File: src/rtl/keypad_timer_pkg.sv
// keypad_timer_pkg: shared types and limits for the keypad time-entry block
package keypad_timer_pkg;
  typedef enum logic [1:0] {IDLE, ENTRY, LOAD, RUN} state_t;
  typedef logic [3:0] bcd_t;
  localparam bcd_t MAX_SEC_TENS = 4'd5;
  localparam bcd_t BCD_MAX = 4'd9;
endpackage

File: src/rtl/bcd_shift_buffer.sv
// bcd_shift_buffer: BCD digit shift register with entry counter, sync clear and quick-load
// Ports: clock/clearn (async active-high reset); clr_i clears buffer and count;
// quick_i loads 0:<QUICK_SECS_TENS>0 leaving count untouched; shift_i/digit_i shift a
// digit into digit 0 while not full; data_o buffer, count_o digits entered.
module bcd_shift_buffer
  import keypad_timer_pkg::*;
#(
  parameter int NUM_DIGITS = 3,
  parameter int QUICK_SECS_TENS = 3
) (
  input  logic                    clock,
  input  logic                    clearn,
  input  logic                    clr_i,
  input  logic                    quick_i,
  input  logic                    shift_i,
  input  bcd_t                    digit_i,
  output logic [4*NUM_DIGITS-1:0] data_o,
  output logic [2:0]              count_o
);
  localparam int W = 4 * NUM_DIGITS;
  localparam logic [2:0] FULL = 3'(NUM_DIGITS);
  localparam logic [W-1:0] QUICK_BUF = W'(QUICK_SECS_TENS * 16);
  logic [W-1:0] shreg_q, shreg_d;
  logic [2:0] cnt_q, cnt_d;
  logic take;
  always_comb begin
    take = shift_i && (cnt_q < FULL);
    shreg_d = clr_i ? '0 : quick_i ? QUICK_BUF : take ? {shreg_q[W-5:0], digit_i} : shreg_q;
    cnt_d = clr_i ? '0 : take ? cnt_q + 3'd1 : cnt_q;
  end
  always_ff @(posedge clock or posedge clearn)
    if (clearn) begin
      shreg_q <= '0;
      cnt_q <= '0;
    end else begin
      shreg_q <= shreg_d;
      cnt_q <= cnt_d;
    end
  assign data_o = shreg_q;
  assign count_o = cnt_q;
endmodule

File: src/rtl/keypad_time_entry.sv
// keypad_time_entry: keypad BCD time entry and load/run control for a down-counter chain
// Ports: clock/clearn (async active-high reset); key_code/key_valid digit keys;
// start_key/cancel_key strobes; timer_zero from the chain; data_out/loadn parallel load;
// count_en chain enable; entry_count digits entered; error pulse on bad seconds tens.
// Define QUICK_START_EN to let start on an empty buffer load 0:<QUICK_SECS_TENS>0.
module keypad_time_entry
  import keypad_timer_pkg::*;
#(
  parameter int NUM_DIGITS = 3,
  parameter int QUICK_SECS_TENS = 3
) (
  input  logic                    clock,
  input  logic                    clearn,
  input  logic [3:0]              key_code,
  input  logic                    key_valid,
  input  logic                    start_key,
  input  logic                    cancel_key,
  input  logic                    timer_zero,
  output logic [4*NUM_DIGITS-1:0] data_out,
  output logic                    loadn,
  output logic                    count_en,
  output logic [2:0]              entry_count,
  output logic                    error
);
  state_t state_q, state_d;
  logic error_q, error_d;
  logic clr, quick, shift, key_ok;
  bcd_shift_buffer #(.NUM_DIGITS(NUM_DIGITS), .QUICK_SECS_TENS(QUICK_SECS_TENS)) u_buf (
    .clock(clock), .clearn(clearn), .clr_i(clr), .quick_i(quick), .shift_i(shift),
    .digit_i(key_code), .data_o(data_out), .count_o(entry_count)
  );
  // Priority in every state: cancel, then start, then digit key.
  always_comb begin
    state_d = state_q;
    error_d = 1'b0;
    clr = 1'b0;
    quick = 1'b0;
    shift = 1'b0;
    key_ok = key_valid && (key_code <= BCD_MAX);
    case (state_q)
      IDLE: begin
        if (cancel_key) clr = 1'b1;
`ifdef QUICK_START_EN
        else if (start_key) begin
          quick = 1'b1;
          state_d = LOAD;
        end
`else
        else if (start_key) state_d = IDLE;
`endif
        else if (key_ok) begin
          shift = 1'b1;
          state_d = ENTRY;
        end
      end
      ENTRY: begin
        if (cancel_key) begin
          clr = 1'b1;
          state_d = IDLE;
        end else if (start_key) begin
          error_d = data_out[7:4] > MAX_SEC_TENS;
          clr = error_d;
          state_d = error_d ? IDLE : LOAD;
        end else shift = key_ok;
      end
      LOAD: state_d = RUN;
      RUN: begin
        clr = cancel_key || timer_zero;
        state_d = clr ? IDLE : RUN;
      end
      default: state_d = IDLE;
    endcase
  end
  always_ff @(posedge clock or posedge clearn)
    if (clearn) begin
      state_q <= IDLE;
      error_q <= 1'b0;
    end else begin
      state_q <= state_d;
      error_q <= error_d;
    end
  assign loadn = state_q != LOAD;
  assign count_en = state_q == RUN;
  assign error = error_q;
endmodule

File: config.mk
export PLATFORM = sky130hd
export DESIGN_NAME = keypad_time_entry
export DESIGN_NICKNAME = d
export VERILOG_FILES = /design/src/rtl/keypad_timer_pkg.sv /design/src/rtl/bcd_shift_buffer.sv /design/src/rtl/keypad_time_entry.sv
export SDC_FILE = /design/constraint.sdc
export NUM_CORES = 1
export LEC_CHECK = 0
export ABC_AREA = 1
export BUFFER_PORTS_ARGS = -buffer_cell sky130_fd_sc_hd__buf_2
export CORE_MARGIN = 1.5
export CORE_UTILIZATION = 41
export DETAILED_ROUTE_END_ITERATION = 10
export PLACE_DENSITY_LB_ADDON = 0.12
export SLEW_MARGIN = 20
export SYNTH_ARGS = -nofsm -noshare
export SYNTH_HDL_FRONTEND = slang
export SYNTH_SLANG_ARGS = --single-unit
File: constraint.sdc
create_clock -name clock -period 1.56 [get_ports clock]
set_input_delay 0.078 -clock clock [delete_from_list [all_inputs] [get_ports clock]]
set_output_delay 0.078 -clock clock [all_outputs]
set_load 0.03 [all_outputs]
==> results of run 1 <==
-- layer usage --
metal | vias to the layer above | global-route usage, % | wire length [µm]
met5 | - | 0 | 0
met4 | 0 | 7.89 | 44
met3 | 5 | 2.59 | 73
met2 | 21 | 25.4 | 817
met1 | 359 | 21.6 | 931
li1 | 422 | - | -
-- cell families after synthesis --
logic type	after synthesis	synth area share, %
AND/OR/NAND/NOR	60	32.3
AO/OA/AOI/OAI	18	10.5
flip-flops	18	46.6
buffers and inverters	16	9.33
adder cells (fa/ha/maj)	1	1.30
-- layout make-up --
type,instances,area (µm²)
inverter,12,45.0
clock buffer,3,22.5
multi-input combinational,79,425
tap,28,35.0
timing repair buffer,28,145
sequential,18,450
fill,243,1090
-- metrics by stage --
| stage | std cells | cell area (µm²) | hold WS (ns) | worst slack, ns |
|---|---|---|---|---|
| after floorplan | 113 | 966 | 0.0166 | 0.236 |
| after global placement | 164 | 1090 | 0.213 | 0.278 |
| after detailed placement | 164 | 1090 | 0.218 | 0.273 |
| after CTS | 168 | 1120 | 0.0361 | 0.254 |
| after global routing | 168 | 1120 | 0.0405 | 0.148 |
| final | 168 | 1120 | 0.0395 | 0.265 |
-- power breakdown --
part | switching (W) | internal (W) | leakage, nW
clock network | 0.000135 | 0.0000899 | 0.0138
logic | 0.000305 | 0.000121 | 0.319
registers | 0.0000481 | 0.000511 | 0.249
-- layout by cell type (no fill, tap or decap), drive strengths merged --
cell / count
a21oi: 16
buf: 27
clkbuf: 3
dfrtp: 18
dlygate4sd3: 1
ha: 1
inv: 12
nand2: 30
nand3: 17
nor2: 9
nor3: 3
o21ai: 2
or2: 1
-- critical path, stage by stage (launching register included) --
cell and delay, ns:
dfrtp_1 0.43, nor2_2 0.14, nand2_4 0.08, nor2_8 0.21
nand2_4 0.15, nand2_1 0.11, a21oi_2 0.05
-- worst paths after layout --
path                                       from              end  slack (ns)  cells after the start
worst max-delay path                 state_q[1]  u_buf.data_o[4]        0.27                      6
worst min-delay path                key_code[0]  u_buf.data_o[0]        0.04                      3
worst max register to register       state_q[1]  u_buf.data_o[4]        0.27                      6
worst min register to register  u_buf.data_o[9]  u_buf.data_o[9]        0.53                      2
max in group asynchronous                clearn  u_buf.data_o[4]        0.71                      3
min in group asynchronous                clearn  u_buf.data_o[3]        0.41                      3
-- registers in the layout, indices dropped and copies added (netlist names) --
register	cells
state_q	2
u_buf.count_o	3
u_buf.data_o	12
error	1
==> flow_metrics.py, run 1 <==
metrics = {
    "power_and_ir_drop": {
        "total_power_w": 0.00121,
        "leakage_nw": 0.581,
        "power_density_nw_per_um2": 1080,
        "irDropWorstVdd_v": 0.000593,
    },
    "cts": {
        "root_buffer": "clkbuf_4",
        "clockBufferDepth": 2,
        "insertion_delay_ns": 0.29,
        "numCtsBuffers": 3,
        "cts_setup_buffers": 0,
        "cts_hold_buf": 1,
        "path_clk_slew_ns": 0.10,
        "ctsResizeCount": 0,
        "cts_tree": "built",
        "cts_sinks": 18,
        "ctsHtreeMaxLevel": 1,
    },
    "placement": {
        "portBuffers": 27,
        "dp_hpwl_um": 1400,
        "gp_congestion": 0.748,
    },
    "synthesis": {
        "yosysMostFrequentCell": "nand2_1",
        "syn_area_um2": 966,
        "synth_enable_flop_cells": 0,
        "ys_top_cells_by_area": "dfrtp_1 47%, nand2_1 10%, nand3_1 8.8%, a21oi_1 6.7%, inv_1 3.9%",
        "synth_top_area_share_pct": 46.6,
        "ys_types": 21,
        "ys_seq_area_share_pct": 46.6,
        "syn_area_per_cell_um2": 8.55,
        "async_reset_ff_share_pct": 100,
        "synth_ff_type": "dfrtp_1",
        "syn_inst": 113,
        "syn_nets": 124,
        "synth-seq-cells": 18,
        "yosysWarnings": 0,
        "netlist.top_cell.by_area": "dfrtp_1",
        "synth_common_cells": "26 x nand2_1, 18 x dfrtp_1, 17 x nand3_1, 13 x a21oi_1, 10 x inv_1",
    },
    "hold_path": {
        "hold_path_class": "input pin to flop",
    },
    "routing": {
        "drt-pass1-iter-count": 4,
        "num_vias": 807,
        "wl_per_cell_um": 11.1,
        "vias_per_cell": 4.80,
        "remaining_drc_errors": 0,
        "drt_wl_total_um": 1870,
        "drtAntennaViolNets": 0,
        "drtIter0Drc": 13,
    },
    "global_routing": {
        "grt_pass1_wl_um": 3180,
        "grt_max_degree": 19,
        "grt_util_all_layers_pct": 16.1,
        "grt_pass1_vias": 740,
        "antenna_found_initial": 0,
        "grt.overflow.total": 0,
    },
    "status": {
        "status": "complete, no violations",
    },
    "worst_setup_path": {
        "worstPathMaxFanout": 16,
        "required_ns": 1.74,
        "cp.arrival_ns": 1.47,
        "endpoint_kind": "flop",
        "path_class": "flop to flop",
        "crit_path_start_kind": "flop",
    },
    "die": {
        "core_area_um2": 2210,
        "num_rows": 17,
        "die_w_um": 51.5,
        "start_util_pct": 43.7,
        "fp.dieH_um": 51.5,
        "die_area_um2": 2660,
        "ioPinCount": 28,
    },
    "flow_run": {
        "drv_cap": 0,
    },
    "cells_and_area": {
        "drive_gt1_share_pct": 30.7,
        "nNetsFinal": 153,
        "diodes": 0,
        "utilization_pct": 50.8,
        "syn2layout_area_growth_pct": 16.3,
    },
    "timing": {
        "slew_viol_final": 0,
        "tns_ns": 0,
        "slew_headroom_pct": 55.1,
        "max_slew.worst_pin.slew_ns": 0.673,
        "post-route-period-util_pct": 83.0,
        "fmax_ghz": 0.772,
        "final.min_clock_period_ns": 1.29,
        "rsz0062_at_grt": "false",
        "hold_violations": 0,
        "finalClockSkew_ns": 0.00729,
        "finalSetupViolations": 0,
    },
}
Note: power is estimated with default switching activity, not from simulation.
==> run 2: changes to the inputs <==
Clock period 1.56 ns to 1.3 ns, I/O delays scaled along.
==> flow_metrics.py, run 2 (same netlist as run 1, synthesis figures left out) <==
metrics = {
    "global_routing": {
        "grt_util_all_layers_pct": 17.3,
        "grt_pass1_vias": 816,
        "grt.overflow.total": 0,
        "grt_pass1_wl_um": 3400,
        "grt_max_degree": 16,
        "antenna_found_initial": 0,
    },
    "cells_and_area": {
        "utilization_pct": 57.6,
        "most-common-layout-cells": "27 x buf_2, 23 x nand2_1, 17 x dfrtp_1",
        "drive_gt1_share_pct": 41.7,
        "syn2layout_area_growth_pct": 32.0,
        "mostFrequentLayoutCell": "buf_2",
        "diodes": 0,
        "fin_area_um2": 1270,
        "largest_register_ffs": 12,
        "nNetsFinal": 163,
    },
    "die": {
        "ioPinCount": 28,
        "core_area_um2": 2210,
        "die_area_um2": 2660,
        "fp.dieH_um": 51.5,
        "num_rows": 17,
        "die_w_um": 51.5,
        "start_util_pct": 43.7,
    },
    "timing": {
        "fmax_ghz": 0.801,
        "finalSetupViolations": 0,
        "slew_viol_final": 0,
        "final.min_clock_period_ns": 1.25,
        "post-route-period-util_pct": 96.1,
        "finalClockSkew_ns": 0.00253,
        "slew_headroom_pct": 73.8,
        "max_slew.worst_pin.slew_ns": 0.393,
        "hold_violations": 0,
        "rsz0062_at_grt": "true",
    },
    "worst_setup_path": {
        "path_class": "flop to flop",
        "cp.arrival_ns": 1.44,
        "crit_path_start_kind": "flop",
        "worstPathMaxFanout": 7,
        "critPathBufInv": 2,
        "cp_cell_sequence": "buf_4 > inv_1 > nand3_2 > nand2_2 > nand2_4 > nand2_8 > a21oi_1",
        "max_stage_delay_ns": 0.42,
        "path_delay_family": "simple AND/OR/NAND/NOR gates",
        "endpoint_kind": "flop",
        "crit_slowest_cell": "dfrtp_1",
        "startpoint": "state_q[1]",
        "reg2reg_from": "state_q[1]",
        "required_ns": 1.49,
    },
    "power_and_ir_drop": {
        "clockPowerShare_pct": 17.3,
        "p_switching_w": 0.000708,
        "power_frac_comb_pct": 43.5,
        "seqPwrFrac_pct": 39.2,
        "p_sw_share_pct": 41.9,
        "power_density_nw_per_um2": 1320,
        "irDropWorstVdd_v": 0.000767,
        "leakage_nw": 0.651,
        "p_int_w": 0.000981,
    },
    "cts": {
        "insertion_delay_ns": 0.29,
        "cts_tree": "built",
        "path_clk_slew_ns": 0.11,
        "ctsHtreeMaxLevel": 1,
        "cts_sinks": 18,
        "root_buffer": "clkbuf_4",
        "clockBufferDepth": 2,
        "numCtsBuffers": 3,
    },
    "routing": {
        "wl_per_cell_um": 12.1,
        "drtIter0Drc": 4,
        "num_vias": 874,
        "drtAntennaViolNets": 0,
        "drt-pass1-iter-count": 4,
        "vias_per_cell": 4.88,
        "remaining_drc_errors": 0,
        "drt_wl_total_um": 2160,
    },
    "hold_path": {
        "hold_path_class": "input pin to flop",
        "min-delay-start": "key_code[3]",
    },
    "placement": {
        "portBuffers": 27,
        "gp_congestion": 0.707,
        "dp_hpwl_um": 1500,
        "dpl_cell_area_um2": 1140,
    },
    "flow_run": {
        "drv_cap": 0,
    },
    "status": {
        "status": "complete, no violations",
    },
}
[run 2: cell count changes in the layout (fill, tap and decap cells not counted), moves of 2 or more]
cell	change
a21oi_2	+4
buf_6	+2
a21oi_1	-4
buf_4	+7
nand2_8	+2
nand2_1	-3
[run 2: cell type report]
class	count	area, µm²
Tap cell	28	35.0
Timing Repair Buffer	37	220
Fill cell	222	937
Sequential cell	18	452
Multi-Input combinational cell	80	497
Inverter	12	45.0
Clock buffer	4	26.3
[run 2: through the flow]
step,setup WS [ns],total power [W],hold WS [ns],TNS [ns],std cells
finish,0.0513,0.00169,0.0349,0,179
global route,-0.0271,0.00180,0.0392,-0.0860,179
CTS,0.0276,0.00158,0.0217,0,178
detailed placement,0.00705,0.00124,0.0641,0,170
global placement,0.0463,0.00123,0.0532,0,170
floorplan,0.0195,0.00111,0.00350,0,113
[run 2: routing by layer]
metal	share of wire [%]	global-route usage, %	wire length [µm]
met1	47	21.8	1010
met4	1.6	10.1	34
met5	0	0	0
met2	48	29.1	1040
met3	3.8	1.72	81
[run 2: path summary, 6_finish.rpt]
check                                   to  slack (ns)  cells after the start
max reg2reg                u_buf.data_o[6]        0.05                      7
max in group asynchronous  u_buf.data_o[4]        0.55                      4
min                        u_buf.data_o[3]        0.03                      3
min in group asynchronous       state_q[0]        0.28                      3
min reg2reg                u_buf.data_o[9]        0.54                      2
max                        u_buf.data_o[6]        0.05                      7
[run 2: what timing repair did]
item                                   CTS  global route
resized for setup                        1            15
setup endpoints to repair                9            17
hold buffers                             1             0
endpoints found under the hold margin    9             0
buffers inserted                         3             0
pin swaps                                1             2
cloned                                   0             1
[run 2: power groups by stage]
| stage | clock [W] | sequential [W] | combinational (W) |
|---|---|---|---|
| 2_1_floorplan | 0 | 0.000737 | 0.000375 |
| 3_3_place_gp | 0 | 0.000667 | 0.000558 |
| 3_5_place_dp | 0 | 0.000670 | 0.000566 |
| 4_1_cts | 0.000306 | 0.000659 | 0.000614 |
| 5_1_grt | 0.000322 | 0.000672 | 0.000804 |
| 6_report | 0.000293 | 0.000662 | 0.000734 |
[run 2: worst register-to-register path: stages, from the launching register on]
cell	delay [ns]
dfrtp_1	0.42
buf_4	0.15
inv_1	0.09
nand3_2	0.11
nand2_2	0.10
nand2_4	0.10
nand2_8	0.12
a21oi_1	0.05
==> run 3: changes to the inputs <==
--- a/config.mk
+++ b/config.mk
@@ -6,5 +6,4 @@
 export NUM_CORES = 1
 export LEC_CHECK = 0
-export ABC_AREA = 1
 export BUFFER_PORTS_ARGS = -buffer_cell sky130_fd_sc_hd__buf_2
 export CORE_MARGIN = 1.5
==> constraint.sdc (replaced) <==
create_clock -name clock -period 1.3 [get_ports clock]
set_input_delay 0.065 -clock clock [delete_from_list [all_inputs] [get_ports clock]]
set_output_delay 0.065 -clock clock [all_outputs]
set_load 0.05 [all_outputs]
==> flow_metrics.py, run 3 <==
metrics = {
    "synthesis": {
        "synth_enable_flop_cells": 0,
        "synth_common_cells": "18 x dfrtp_1, 16 x nor2_1, 13 x mux2i_1",
        "yosysMostFrequentCell": "dfrtp_1",
        "synth_ff_type": "dfrtp_1",
        "ys_top_cells_by_area": "dfrtp_1 54%, mux2i_1 16%, nor2_1 7.2%, buf_6 2.7%, nand4_4 2.6%",
        "synth_mux_area_share_pct": 15.7,
        "netlist.top_cell.by_area": "dfrtp_1",
        "syn_area_um2": 830,
        "syn_inst": 71,
        "synth_top_area_share_pct": 54.3,
        "synthAdderAreaFrac_pct": 1.51,
        "synth-simple-area-share_pct": 15.8,
        "syn_nets": 82,
        "synth-seq-cells": 18,
        "ys_types": 22,
        "synth_top_family_by_area": "simple AND/OR/NAND/NOR gates",
        "synth_compound_area_share_pct": 7.99,
        "syn_area_per_cell_um2": 11.7,
        "async_reset_ff_share_pct": 100,
        "yosysWarnings": 0,
        "yosys.area_share.xor_xnor_pct": 1.06,
        "ys_seq_area_share_pct": 54.3,
    },
    "die": {
        "num_rows": 16,
        "die_area_um2": 2300,
        "ioPinCount": 28,
        "fp.dieH_um": 48.0,
        "die_w_um": 48.0,
        "core_area_um2": 1940,
        "start_util_pct": 42.7,
    },
    "cells_and_area": {
        "stdcell_count": 139,
        "syn2layout_area_growth_pct": 41.3,
        "drive_gt1_share_pct": 51.8,
        "utilization_pct": 60.4,
        "diodes": 0,
        "regArea_um2": 458,
        "most-common-layout-cells": "25 x buf_2, 13 x nor2_1, 13 x mux2i_1",
        "fillCellCount": 181,
        "largest_register_ffs": 12,
        "multi_input_area_um2": 379,
        "mostFrequentLayoutCell": "buf_2",
        "nNetsFinal": 124,
    },
    "timing": {
        "fmax_ghz": 0.751,
        "post-route-period-util_pct": 102,
        "hold_violations": 0,
        "tns_ns": -0.0415,
        "finalSetupViolations": 4,
        "slew_viol_final": 0,
        "final.min_clock_period_ns": 1.33,
        "rsz0062_at_grt": "true",
        "finalClockSkew_ns": 0.00974,
        "max_slew.worst_pin.slew_ns": 0.433,
        "slew_headroom_pct": 70.8,
        "fin_ws_ns": -0.0314,
    },
    "routing": {
        "drt_wl_total_um": 1660,
        "drtIter0Drc": 5,
        "wl_per_cell_um": 11.9,
        "vias_per_cell": 4.86,
        "drt-pass1-iter-count": 2,
        "drtAntennaViolNets": 0,
        "num_vias": 675,
        "remaining_drc_errors": 0,
    },
    "cts": {
        "ctsHtreeMaxLevel": 1,
        "path_clk_slew_ns": 0.11,
        "root_buffer": "clkbuf_4",
        "cts_tree": "built",
        "cts_sinks": 18,
        "insertion_delay_ns": 0.29,
        "clockBufferDepth": 2,
        "numCtsBuffers": 3,
    },
    "placement": {
        "place_inst": 132,
        "gp_congestion": 0.744,
        "dp_slack_ns": 0.00363,
        "dp_hpwl_um": 1190,
        "portBuffers": 27,
    },
    "global_routing": {
        "grt_pass1_vias": 588,
        "antenna_found_initial": 0,
        "grt_util_all_layers_pct": 15.9,
        "grt_max_degree": 19,
        "grt_pass1_wl_um": 2530,
        "grt.overflow.total": 0,
    },
    "power_and_ir_drop": {
        "power_density_nw_per_um2": 1500,
        "leakage_nw": 0.676,
        "irDropWorstVdd_v": 0.00126,
    },
    "worst_setup_path": {
        "worstPathMaxFanout": 5,
        "required_ns": 1.24,
        "endpoint_kind": "output pin",
        "path_class": "flop to output pin",
        "crit_path_start_kind": "flop",
        "cp.arrival_ns": 1.27,
    },
    "hold_path": {
        "hold_path_class": "input pin to flop",
    },
    "flow_run": {
        "drv_cap": 0,
    },
    "status": {
        "status": "finished, violations left",
        "violations": "setup timing",
    },
}
[run 3: metal layers]
metal	track usage (%)	wire length, µm
met3	1.13	68
met1	21.7	734
met4	8.11	22
met2	25.3	832
met5	0	0
[run 3: cell families (layout without fill, tap and decap cells)]
kind of cell / count (synthesis) / count (layout)
buffers and inverters: 4 / 45
AO/OA/AOI/OAI: 9 / 9
AND/OR/NAND/NOR: 25 / 25
multiplexers: 13 / 13
flip-flops: 18 / 18
XOR/XNOR: 1 / 1
adder cells (fa/ha/maj): 1 / 1
[run 3: final timing paths]
path | cells after the start | from | to | slack [ns]
setup / recovery | 3 | state_q[1] | loadn | -0.03
hold / removal | 2 | start_key | state_q[0] | 0.02
setup reg to reg | 5 | state_q[1] | u_buf.data_o[6] | 0
hold reg to reg | 2 | u_buf.data_o[9] | u_buf.data_o[9] | 0.54
max in group asynchronous | 4 | clearn | u_buf.data_o[6] | 0.77
min in group asynchronous | 4 | clearn | u_buf.data_o[10] | 0.31
[run 3: final cells by class]
type,count,area share [%]
flip-flops and latches,18,39.1
multi-input cells,49,32.3
repair buffers,39,22.8
well taps,27,2.88
clock buffers,4,2.24
inverters,2,0.640
[run 3: worst max-delay path: stages (launching register included)]
cell     delay (ns)
dfrtp_1        0.43
buf_6          0.15
or2b_1         0.24
buf_6          0.15
[run 3: repair_timing]
item | CTS | global route
gates cloned | 0 | 0
buffers inserted | 2 | 0
resized for setup | 8 | 5
setup endpoints to repair | 15 | 17
hold endpoints to repair | 18 | 0
pin swaps | 3 | 4
hold buffers | 1 | 0
[run 3: power by group]
part	internal (W)	total [W]	switching (W)
registers	0.000626	0.000685	0.0000584
clock network	0.000119	0.000290	0.000170
logic	0.000310	0.000779	0.000468
total	0.00106	0.00175	0.000697
[run 3: metrics by stage]
stage               power, W  instance area (µm²)  hold WS (ns)
floorplan            0.00118                  858       0.00316
global placement     0.00136                 1080        0.0861
detailed placement   0.00137                 1080        0.0932
CTS                  0.00174                 1160        0.0128
global route         0.00185                 1170        0.0287
finish               0.00175                 1170        0.0213
